## src/rtl/mat_pkg.sv

```systemverilog
// Shared types and constants for the matrix sequencing controller.
package mat_pkg;

    typedef enum logic [2:0] {
        ST_IDLE    = 3'd0,
        ST_LOAD_A  = 3'd1,
        ST_LOAD_B  = 3'd2,
        ST_COMPUTE = 3'd3,
        ST_DRAIN_C = 3'd4,
        ST_DONE    = 3'd5
    } state_t;

    localparam logic [31:0] ADDR_CTRL   = 32'h0;
    localparam logic [31:0] ADDR_STATUS = 32'h4;
    localparam logic [31:0] ADDR_DIM    = 32'h8;
    localparam logic [31:0] ADDR_CYCLES = 32'hC;

    localparam logic [1:0] RESP_OKAY   = 2'b00;
    localparam logic [1:0] RESP_SLVERR = 2'b10;

    function automatic logic [31:0] status_word(
        input logic   busy,
        input logic   done,
        input logic   err,
        input state_t st
    );
        return {25'd0, st, 1'b0, err, done, busy};
    endfunction

endpackage

```

## src/rtl/mat_ctrl_regs.sv

```systemverilog
// AXI-lite slave register front end for mat_seq_ctrl.
module mat_ctrl_regs
    import mat_pkg::*;
#(
    parameter int N = 4
) (
    input  logic        clk,
    input  logic        rst,
    input  logic        awvalid,
    output logic        awready,
    input  logic [31:0] awaddr,
    input  logic        wvalid,
    output logic        wready,
    input  logic [31:0] wdata,
    output logic        bvalid,
    input  logic        bready,
    output logic [1:0]  bresp,
    input  logic        arvalid,
    output logic        arready,
    input  logic [31:0] araddr,
    output logic        rvalid,
    input  logic        rready,
    output logic [31:0] rdata,
    output logic [1:0]  rresp,
    input  logic        busy,
    input  logic        done,
    input  logic        err,
    input  state_t      state,
    input  logic [31:0] cycles,
    output logic        start_cmd,
    output logic        abort_cmd
);

    logic        aw_rdy;
    logic        wr_hs;
    logic        rd_hs;
    logic        wr_ctrl;
    logic [1:0]  wr_resp;
    logic [1:0]  rd_resp;
    logic [31:0] rd_val;
    logic        unused_wdata;

    assign awready      = aw_rdy;
    assign wready       = aw_rdy;
    assign wr_hs        = aw_rdy && awvalid && wvalid;
    assign rd_hs        = arready && arvalid;
    assign unused_wdata = ^wdata[31:2];

    always_comb begin
        wr_ctrl = 1'b0;
        wr_resp = RESP_SLVERR;
        if (awaddr == ADDR_CTRL) begin
            wr_ctrl = 1'b1;
            wr_resp = RESP_OKAY;
        end
    end

    always_comb begin
        rd_resp = RESP_OKAY;
        rd_val  = '0;
        unique case (1'b1)
            (araddr == ADDR_CTRL):   rd_val = '0;
            (araddr == ADDR_STATUS): rd_val = status_word(busy, done, err, state);
            (araddr == ADDR_DIM):    rd_val = 32'(N);
            (araddr == ADDR_CYCLES): rd_val = cycles;
            default:                 rd_resp = RESP_SLVERR;
        endcase
    end

    always_ff @(posedge clk or posedge rst) begin
        if (rst) begin
            aw_rdy    <= 1'b0;
            bvalid    <= 1'b0;
            bresp     <= RESP_OKAY;
            arready   <= 1'b0;
            rvalid    <= 1'b0;
            rdata     <= '0;
            rresp     <= RESP_OKAY;
            start_cmd <= 1'b0;
            abort_cmd <= 1'b0;
        end else begin
            start_cmd <= 1'b0;
            abort_cmd <= 1'b0;
            // Ready is a one-cycle strobe; an open response blocks new writes.
            aw_rdy  <= !aw_rdy && !bvalid && awvalid && wvalid;
            arready <= !arready && !rvalid && arvalid;
            if (wr_hs) begin
                bvalid <= 1'b1;
                bresp  <= wr_resp;
                if (wr_ctrl) begin
                    start_cmd <= wdata[0];
                    abort_cmd <= wdata[1];
                end
            end else if (bvalid && bready) begin
                bvalid <= 1'b0;
            end
            if (rd_hs) begin
                rvalid <= 1'b1;
                rdata  <= rd_val;
                rresp  <= rd_resp;
            end else if (rvalid && rready) begin
                rvalid <= 1'b0;
            end
        end
    end

endmodule

```

## src/rtl/mat_seq_ctrl.sv

```systemverilog
// Matrix load/compute/drain sequencer with AXI-lite control.
// Optional busy-cycle counter enabled by MAT_SEQ_PERF_CNT_EN.
module mat_seq_ctrl
    import mat_pkg::*;
#(
    parameter  int N  = 4,
    localparam int NN = N * N,
    localparam int IW = (NN > 1) ? $clog2(NN) : 1
) (
    input  logic          ACLK,
    input  logic          ARST,
    input  logic          awvalid,
    output logic          awready,
    input  logic [31:0]   awaddr,
    input  logic          wvalid,
    output logic          wready,
    input  logic [31:0]   wdata,
    output logic          bvalid,
    input  logic          bready,
    output logic [1:0]    bresp,
    input  logic          arvalid,
    output logic          arready,
    input  logic [31:0]   araddr,
    output logic          rvalid,
    input  logic          rready,
    output logic [31:0]   rdata,
    output logic [1:0]    rresp,
    input  logic          a_tvalid,
    output logic          a_tready,
    input  logic          a_tlast,
    input  logic          b_tvalid,
    output logic          b_tready,
    input  logic          b_tlast,
    output logic          c_tvalid,
    input  logic          c_tready,
    output logic          c_tlast,
    output logic [IW-1:0] elem_idx,
    output logic          eng_start,
    input  logic          eng_done
);

    localparam logic [IW-1:0] LAST = IW'(NN - 1);
    localparam logic [IW-1:0] ONE  = IW'(1);

    state_t      state;
    logic        done;
    logic        err;
    logic        busy;
    logic        start_cmd;
    logic        abort_cmd;
    logic        start_go;
    logic        is_last;
    logic [31:0] cycles;

    assign busy     = (state != ST_IDLE) && (state != ST_DONE);
    assign start_go = start_cmd && !abort_cmd && (state == ST_IDLE);
    assign is_last  = (elem_idx == LAST);

    mat_ctrl_regs #(.N(N)) u_regs (
        .clk       (ACLK),
        .rst       (ARST),
        .awvalid   (awvalid),
        .awready   (awready),
        .awaddr    (awaddr),
        .wvalid    (wvalid),
        .wready    (wready),
        .wdata     (wdata),
        .bvalid    (bvalid),
        .bready    (bready),
        .bresp     (bresp),
        .arvalid   (arvalid),
        .arready   (arready),
        .araddr    (araddr),
        .rvalid    (rvalid),
        .rready    (rready),
        .rdata     (rdata),
        .rresp     (rresp),
        .busy      (busy),
        .done      (done),
        .err       (err),
        .state     (state),
        .cycles    (cycles),
        .start_cmd (start_cmd),
        .abort_cmd (abort_cmd)
    );

    always_ff @(posedge ACLK or posedge ARST) begin
        if (ARST) begin
            state     <= ST_IDLE;
            elem_idx  <= '0;
            done      <= 1'b0;
            err       <= 1'b0;
            a_tready  <= 1'b0;
            b_tready  <= 1'b0;
            c_tvalid  <= 1'b0;
            c_tlast   <= 1'b0;
            eng_start <= 1'b0;
        end else begin
            eng_start <= 1'b0;
            if (abort_cmd) begin
                state    <= ST_IDLE;
                elem_idx <= '0;
                a_tready <= 1'b0;
                b_tready <= 1'b0;
                c_tvalid <= 1'b0;
                c_tlast  <= 1'b0;
            end else begin
                unique case (state)
                    ST_IDLE: begin
                        if (start_cmd) begin
                            state    <= ST_LOAD_A;
                            done     <= 1'b0;
                            err      <= 1'b0;
                            elem_idx <= '0;
                            a_tready <= 1'b1;
                        end
                    end
                    ST_LOAD_A: begin
                        if (a_tvalid && a_tready) begin
                            // Misplaced or missing tlast is flagged, not fatal.
                            if (a_tlast != is_last) err <= 1'b1;
                            if (is_last) begin
                                elem_idx <= '0;
                                state    <= ST_LOAD_B;
                                a_tready <= 1'b0;
                                b_tready <= 1'b1;
                            end else begin
                                elem_idx <= elem_idx + ONE;
                            end
                        end
                    end
                    ST_LOAD_B: begin
                        if (b_tvalid && b_tready) begin
                            if (b_tlast != is_last) err <= 1'b1;
                            if (is_last) begin
                                elem_idx  <= '0;
                                state     <= ST_COMPUTE;
                                b_tready  <= 1'b0;
                                eng_start <= 1'b1;
                            end else begin
                                elem_idx <= elem_idx + ONE;
                            end
                        end
                    end
                    ST_COMPUTE: begin
                        if (eng_done) begin
                            state    <= ST_DRAIN_C;
                            c_tvalid <= 1'b1;
                            c_tlast  <= is_last;
                        end
                    end
                    ST_DRAIN_C: begin
                        if (c_tready) begin
                            if (is_last) begin
                                state    <= ST_DONE;
                                done     <= 1'b1;
                                elem_idx <= '0;
                                c_tvalid <= 1'b0;
                                c_tlast  <= 1'b0;
                            end else begin
                                elem_idx <= elem_idx + ONE;
                                c_tlast  <= ((elem_idx + ONE) == LAST);
                            end
                        end
                    end
                    ST_DONE: state <= ST_IDLE;
                    default: state <= ST_IDLE;
                endcase
            end
        end
    end

`ifdef MAT_SEQ_PERF_CNT_EN
    always_ff @(posedge ACLK or posedge ARST) begin
        if (ARST) begin
            cycles <= '0;
        end else if (start_go) begin
            cycles <= '0;
        end else if (busy && (cycles != 32'hFFFF_FFFF)) begin
            cycles <= cycles + 32'd1;
        end
    end
`else
    assign cycles = '0;
`endif

endmodule

```

## config.mk

```make
export PLATFORM = sky130hd
export DESIGN_NAME = mat_seq_ctrl
export DESIGN_NICKNAME = d
export VERILOG_FILES = /design/src/rtl/mat_pkg.sv /design/src/rtl/mat_ctrl_regs.sv /design/src/rtl/mat_seq_ctrl.sv
export SDC_FILE = /design/constraint.sdc
export NUM_CORES = 1
export LEC_CHECK = 0
export CORE_ASPECT_RATIO = 1.2
export CORE_MARGIN = 3
export CORE_UTILIZATION = 41
export CTS_CLUSTER_SIZE = 28
export DETAILED_ROUTE_END_ITERATION = 12
export PLACE_DENSITY = 0.87
export REMOVE_ABC_BUFFERS = 1
export SLEW_MARGIN = 20
export SYNTH_ARGS = -nofsm -noshare
export SYNTH_HDL_FRONTEND = slang
export SYNTH_HIERARCHICAL = 1
export SYNTH_SLANG_ARGS = --single-unit
```

## constraint.sdc

```tcl
create_clock -name ACLK -period 1.9 [get_ports ACLK]
set_clock_uncertainty 0.05 [all_clocks]
set_input_delay 0.38 -clock ACLK [delete_from_list [all_inputs] [get_ports ACLK]]
set_output_delay 0.38 -clock ACLK [all_outputs]
set_load 0.05 [all_outputs]
```

* Word level (Yosys, flattened, before mapping)
Cells that the tools add are included.
** Operators by class
- Add/subtract/negate cells :: 1
- Bitwise gates (word level) :: 1
- Muxes and demuxes :: 60
- Reduce and logical (&&, ||, !) cells :: 38
- Equality and inequality tests :: 27
** Operator list (number)
- $eq A32 B4 Y1 const B :: 2
- $logic_not A32 Y1 :: 2
- $mux W1 :: 34
- $eq A32 B3 Y1 const B :: 1
- $mux W3 :: 9
- $mux W4 :: 6
- $ne A3 B2 Y1 const B :: 7
- $pmux W4 S4 :: 1
- $pmux W3 S5 :: 1
- $reduce_and A5 Y1 :: 3
- $reduce_bool A3 Y1 :: 5
- $pmux W7 S2 :: 1
- $logic_and A1 B1 Y1 :: 13
- $ne A2 B2 Y1 const B :: 6
- $pmux W1 S2 :: 5
- $eq A4 B4 Y1 const B :: 2
- $reduce_and A4 Y1 :: 2
- $reduce_and A8 Y1 :: 1
- $reduce_and A7 Y1 :: 1
- $eq A3 B2 Y1 const B :: 2
- $reduce_bool A2 Y1 :: 3
- $reduce_bool A5 Y1 :: 1
- $add A4 B1 Y4 const B :: 1
- $logic_not A1 Y1 :: 4
- other kinds (12) :: 14
** Word-level totals
- Flip-flop bits (word level) :: 56
- Bits of input ports :: 109

* Logic depth before layout (Yosys ltp)
- Word-level depth :: 6
- Mapped depth :: 7

* Hierarchy
The synthesis kept the hierarchy.
** By module, submodules not included
- mat_ctrl_regs :: area an instance 2092.0 um^2, instances 1, cells an instance 199
- mat_seq_ctrl :: area an instance 1019.7 um^2, instances 1, cells an instance 111

* Least setup slack after synthesis
Ideal clock, no wire load.
- Path type :: reg-to-reg
- Start :: reg elem_idx[1]
- End :: reg state[0]
- Data arrival time :: 1.879 ns
- Cell stages (with the launch flop) :: 7
- Slack :: -0.105 ns
- Buffers on the path :: 1
- Path through :: dfrtp_1 -> ha_1 -> and3_1 -> buf_2 -> nand3_1 -> a2111o_1 -> o21ai_1
** On the way
- Cells in the longest elaborated chain, start to end :: 3
** Ends and longest elaborated chain
- start, declared :: RTL line mat_seq_ctrl.sv:37 : output logic [IW-1:0] elem_idx,
- start signal, assigned :: RTL line mat_seq_ctrl.sv:128 : elem_idx <= elem_idx + ONE;
- start signal, assigned :: RTL line mat_seq_ctrl.sv:141 : elem_idx <= elem_idx + ONE;
- start signal, assigned :: RTL line mat_seq_ctrl.sv:161 : elem_idx <= elem_idx + ONE;
- $eq A4 B4 Y1 * :: RTL line mat_seq_ctrl.sv:57 : assign is_last = (elem_idx == LAST);
- $ne A3 B2 Y1 (no source line)
- $reduce_and A8 Y1 (no source line) *
- end signal, assigned :: RTL line mat_seq_ctrl.sv:89 : state <= ST_IDLE;
- end signal, assigned :: RTL line mat_seq_ctrl.sv:101 : state <= ST_IDLE;
- end signal, assigned :: RTL line mat_seq_ctrl.sv:111 : state <= ST_LOAD_A;
- end, declared :: RTL line mat_seq_ctrl.sv:45 : state_t state;
Every way passes the cells marked *; elsewhere a longest branch is shown, timed or not.
A chain may end at the register's enable or synchronous reset.

* Worst setup path in the final report
- Start :: reg elem_idx[0]
- End :: reg state[0]
Same word-level chain as after synthesis.

==> reports/qor.txt <==
Worst slew pin tran = 0.561 ns
Num CTS Buffers = 5
Synth top area share = 43.4%
Core box area = 7320 um^2
Synth warn = 6
Chip Width = 85.5 um
Remaining antenna violation count = 0
Post-Route WL = 7.95 mm
Met3 Use GR = 4.96%
CP Max Fanout = 6
Core Util, Final = 62.9%
# DRC = 0
Critical path, cell by cell = ha_1, and3_1, nand3_1, a2111o_1, o21ai_1
Outcome = finished clean
CTS tree = yes
Hold buffers post-CTS = 0
Synth Instances = 310
H-tree levels = 2
Multi-input gate area = 1690 um^2
Fin cells = 562
Mean Syn Cell Area = 10.0 um^2
Root Buffer = clkbuf_8
Global-route wire length before repair = 12.9 mm
GRT overflow = 0
Dpl cells = 554
Register area share after synthesis = 43.4%
Crit-path leading delay family = simple AND/OR/NAND/NOR gates
I/O Buffers = 126
FF+latch count, synth = 54
Post-detail-place hpwl = 6.26 mm
Largest Register = u_regs/rdata
Row cnt = 34
CP endpoint kind = flop
Worst setup SP type = flop
GRT met2 Usage = 33.1%
Worst-case clock buffer depth = 2
Netlist Area Pre-Place = 3110 um^2
Starting Density = 42.5%
DR vias = 2881
Largest cells by area after synthesis = dfrtp_1, o31ai_2, nand2_1, nor4_2, nor4_1
Vias in the first global route = 2847
Register area = 1350 um^2
RSZ-0062 raised after global routing = false
Fin nets = 582
Worst EP arrival = 2.02 ns
Antenna violations before repair = 0
Minimum clock period = 1.83 ns
Die height = 101 um
Setup_tns = 0 ns
Drt first pass iters = 4
Fillers = 631
P&R area growth vs syn = 47.9%
Layout cells sized above 1 = 26.9%
Initial DRC Count = 83
Slowest stage cell on the critical path = a2111o_1
Worst skew pair latency = 0.30 ns
CP required = 2.09 ns
Max incr delay on CP = 0.45 ns
Post-synth top flop = dfrtp_1
Rel. slew slack = 62.3%
Final setup fails = 0
Fin. Hold Viols = 0
# IOs = 159
Post-synth ARST share = 100%
Synth cell types = 61
EDFF count, synth = 0
Buf+Inv Stages, Crit Path = 0
Top Usage Layer GRT = met2
Commonest cells after routing, fill and taps aside = nand2_1, clkdlybuf4s50_1, buf_4, dfrtp_1, conb_1
Hold WC Path Type = in2async
Sink Count = 54
Max Slew Vio Count = 0
Overall routing resource usage = 18.0%
FMAX = 545 MHz
Crit path kind = reg2reg
Die area = 8670 um^2
GRT met1 Usage = 20.8%
Gpl congestion = 0.879
Vias/cell = 5.13
Ant. Diodes = 0
Post-CTS Setup Bufs = 0
Peak supply drop = 0.460 mV
Pin count of the biggest net entering global routing = 35
Max reg flops = 32
DR WL/cell = 14.1 um
Clock slew at reported path FFs = 0.11 ns
Leakage = 0.00204 uW
Final Cycle Share = 96.5%
Max-cap viol count = 0
Synth area leader = dfrtp_1
Largest registers = u_regs/rdata (32), elem_idx (4), state (3)
PwrDens = 478 nW/um^2
-- what timing repair did --
| action | in CTS | in global routing |
|---|---|---|
| pin swaps | 0 | 0 |
| endpoints found under the setup margin | 2 | 2 |
| resized for setup | 2 | 2 |
-- cells by family (layout without fill, tap and decap cells) --
group	after synthesis	in the layout	synth area share, %
compound gates	64	64	20.8
xor+xnor	5	5	1.41
fa+ha+maj	2	2	0.804
buf+inv	33	163	6.19
flops	54	54	43.4
mux	8	8	2.81
other cells	2	34	0.241
simple gates	142	142	24.3
-- through the flow --
stage               cell area (um^2)  setup slack, ns  hold slack, ns  total power (uW)
finish                          4600           0.0662           0.360              2200
global route                    4600          0.00651           0.396              2300
CTS                             4600           0.0366           0.352              2240
detailed placement              4510          -0.0386           0.409              1560
global placement                4510          0.00686           0.402              1550
floorplan                       3070           -0.959           0.219              1330
-- worst paths after layout --
kind                       slack (ns)                           end  cells after the start                 startpoint
setup / recovery                 0.07          state[0]$_DFFE_PP0P_                      5    elem_idx[0]$_DFFE_PP0P_
hold / removal                   0.36   u_regs/rdata[7]$_DFFE_PP0P_                      2                       ARST
setup reg to reg                 0.07          state[0]$_DFFE_PP0P_                      5    elem_idx[0]$_DFFE_PP0P_
hold reg to reg                  0.42      u_regs/awready$_DFF_PP0_                      1  u_regs/bvalid$_DFFE_PP0P_
max in group asynchronous        0.95  u_regs/rdata[15]$_DFFE_PP0P_                      3                       ARST
min in group ACLK                0.42      u_regs/awready$_DFF_PP0_                      1  u_regs/bvalid$_DFFE_PP0P_
-- report_power, final --
group          internal (uW)  total, uW  switching (uW)
logic                    195        368             172
registers               1160       1170            9.05
clock network            272        664             392
total                   1630       2200             573
-- synthesized netlist by cell type (3+ instances only) --
cell type	instances
o31ai_2	29
nor3_1	6
inv_1	9
buf_4	5
buf_2	10
nor2_1	5
nand3b_1	4
mux2_2	5
xnor2_1	3
nand2b_1	6
nand3_1	6
nor4_1	11
nor4_2	7
o21ai_0	3
nand2_1	78
a21oi_1	4
buf_6	5
dfrtp_1	54
clkbuf_1	4
-- metal layers --
layer	wire, um	vias up
met5	0	-
met4	109	0
met3	651	8
met2	4140	117
met1	3050	1361
li1	-	1395
-- cell type report --
type                            instances  share of cell area (%)
Clock buffer                            5                    1.50
Clock inverter                          3                   0.571
Inverter                                9                   0.734
Multi-Input combinational cell        255                    36.7
Sequential cell                        54                    29.4
Tap cell                               90                    2.45
Timing Repair Buffer                  146                    28.7
Power figures use the tool's default switching activity.
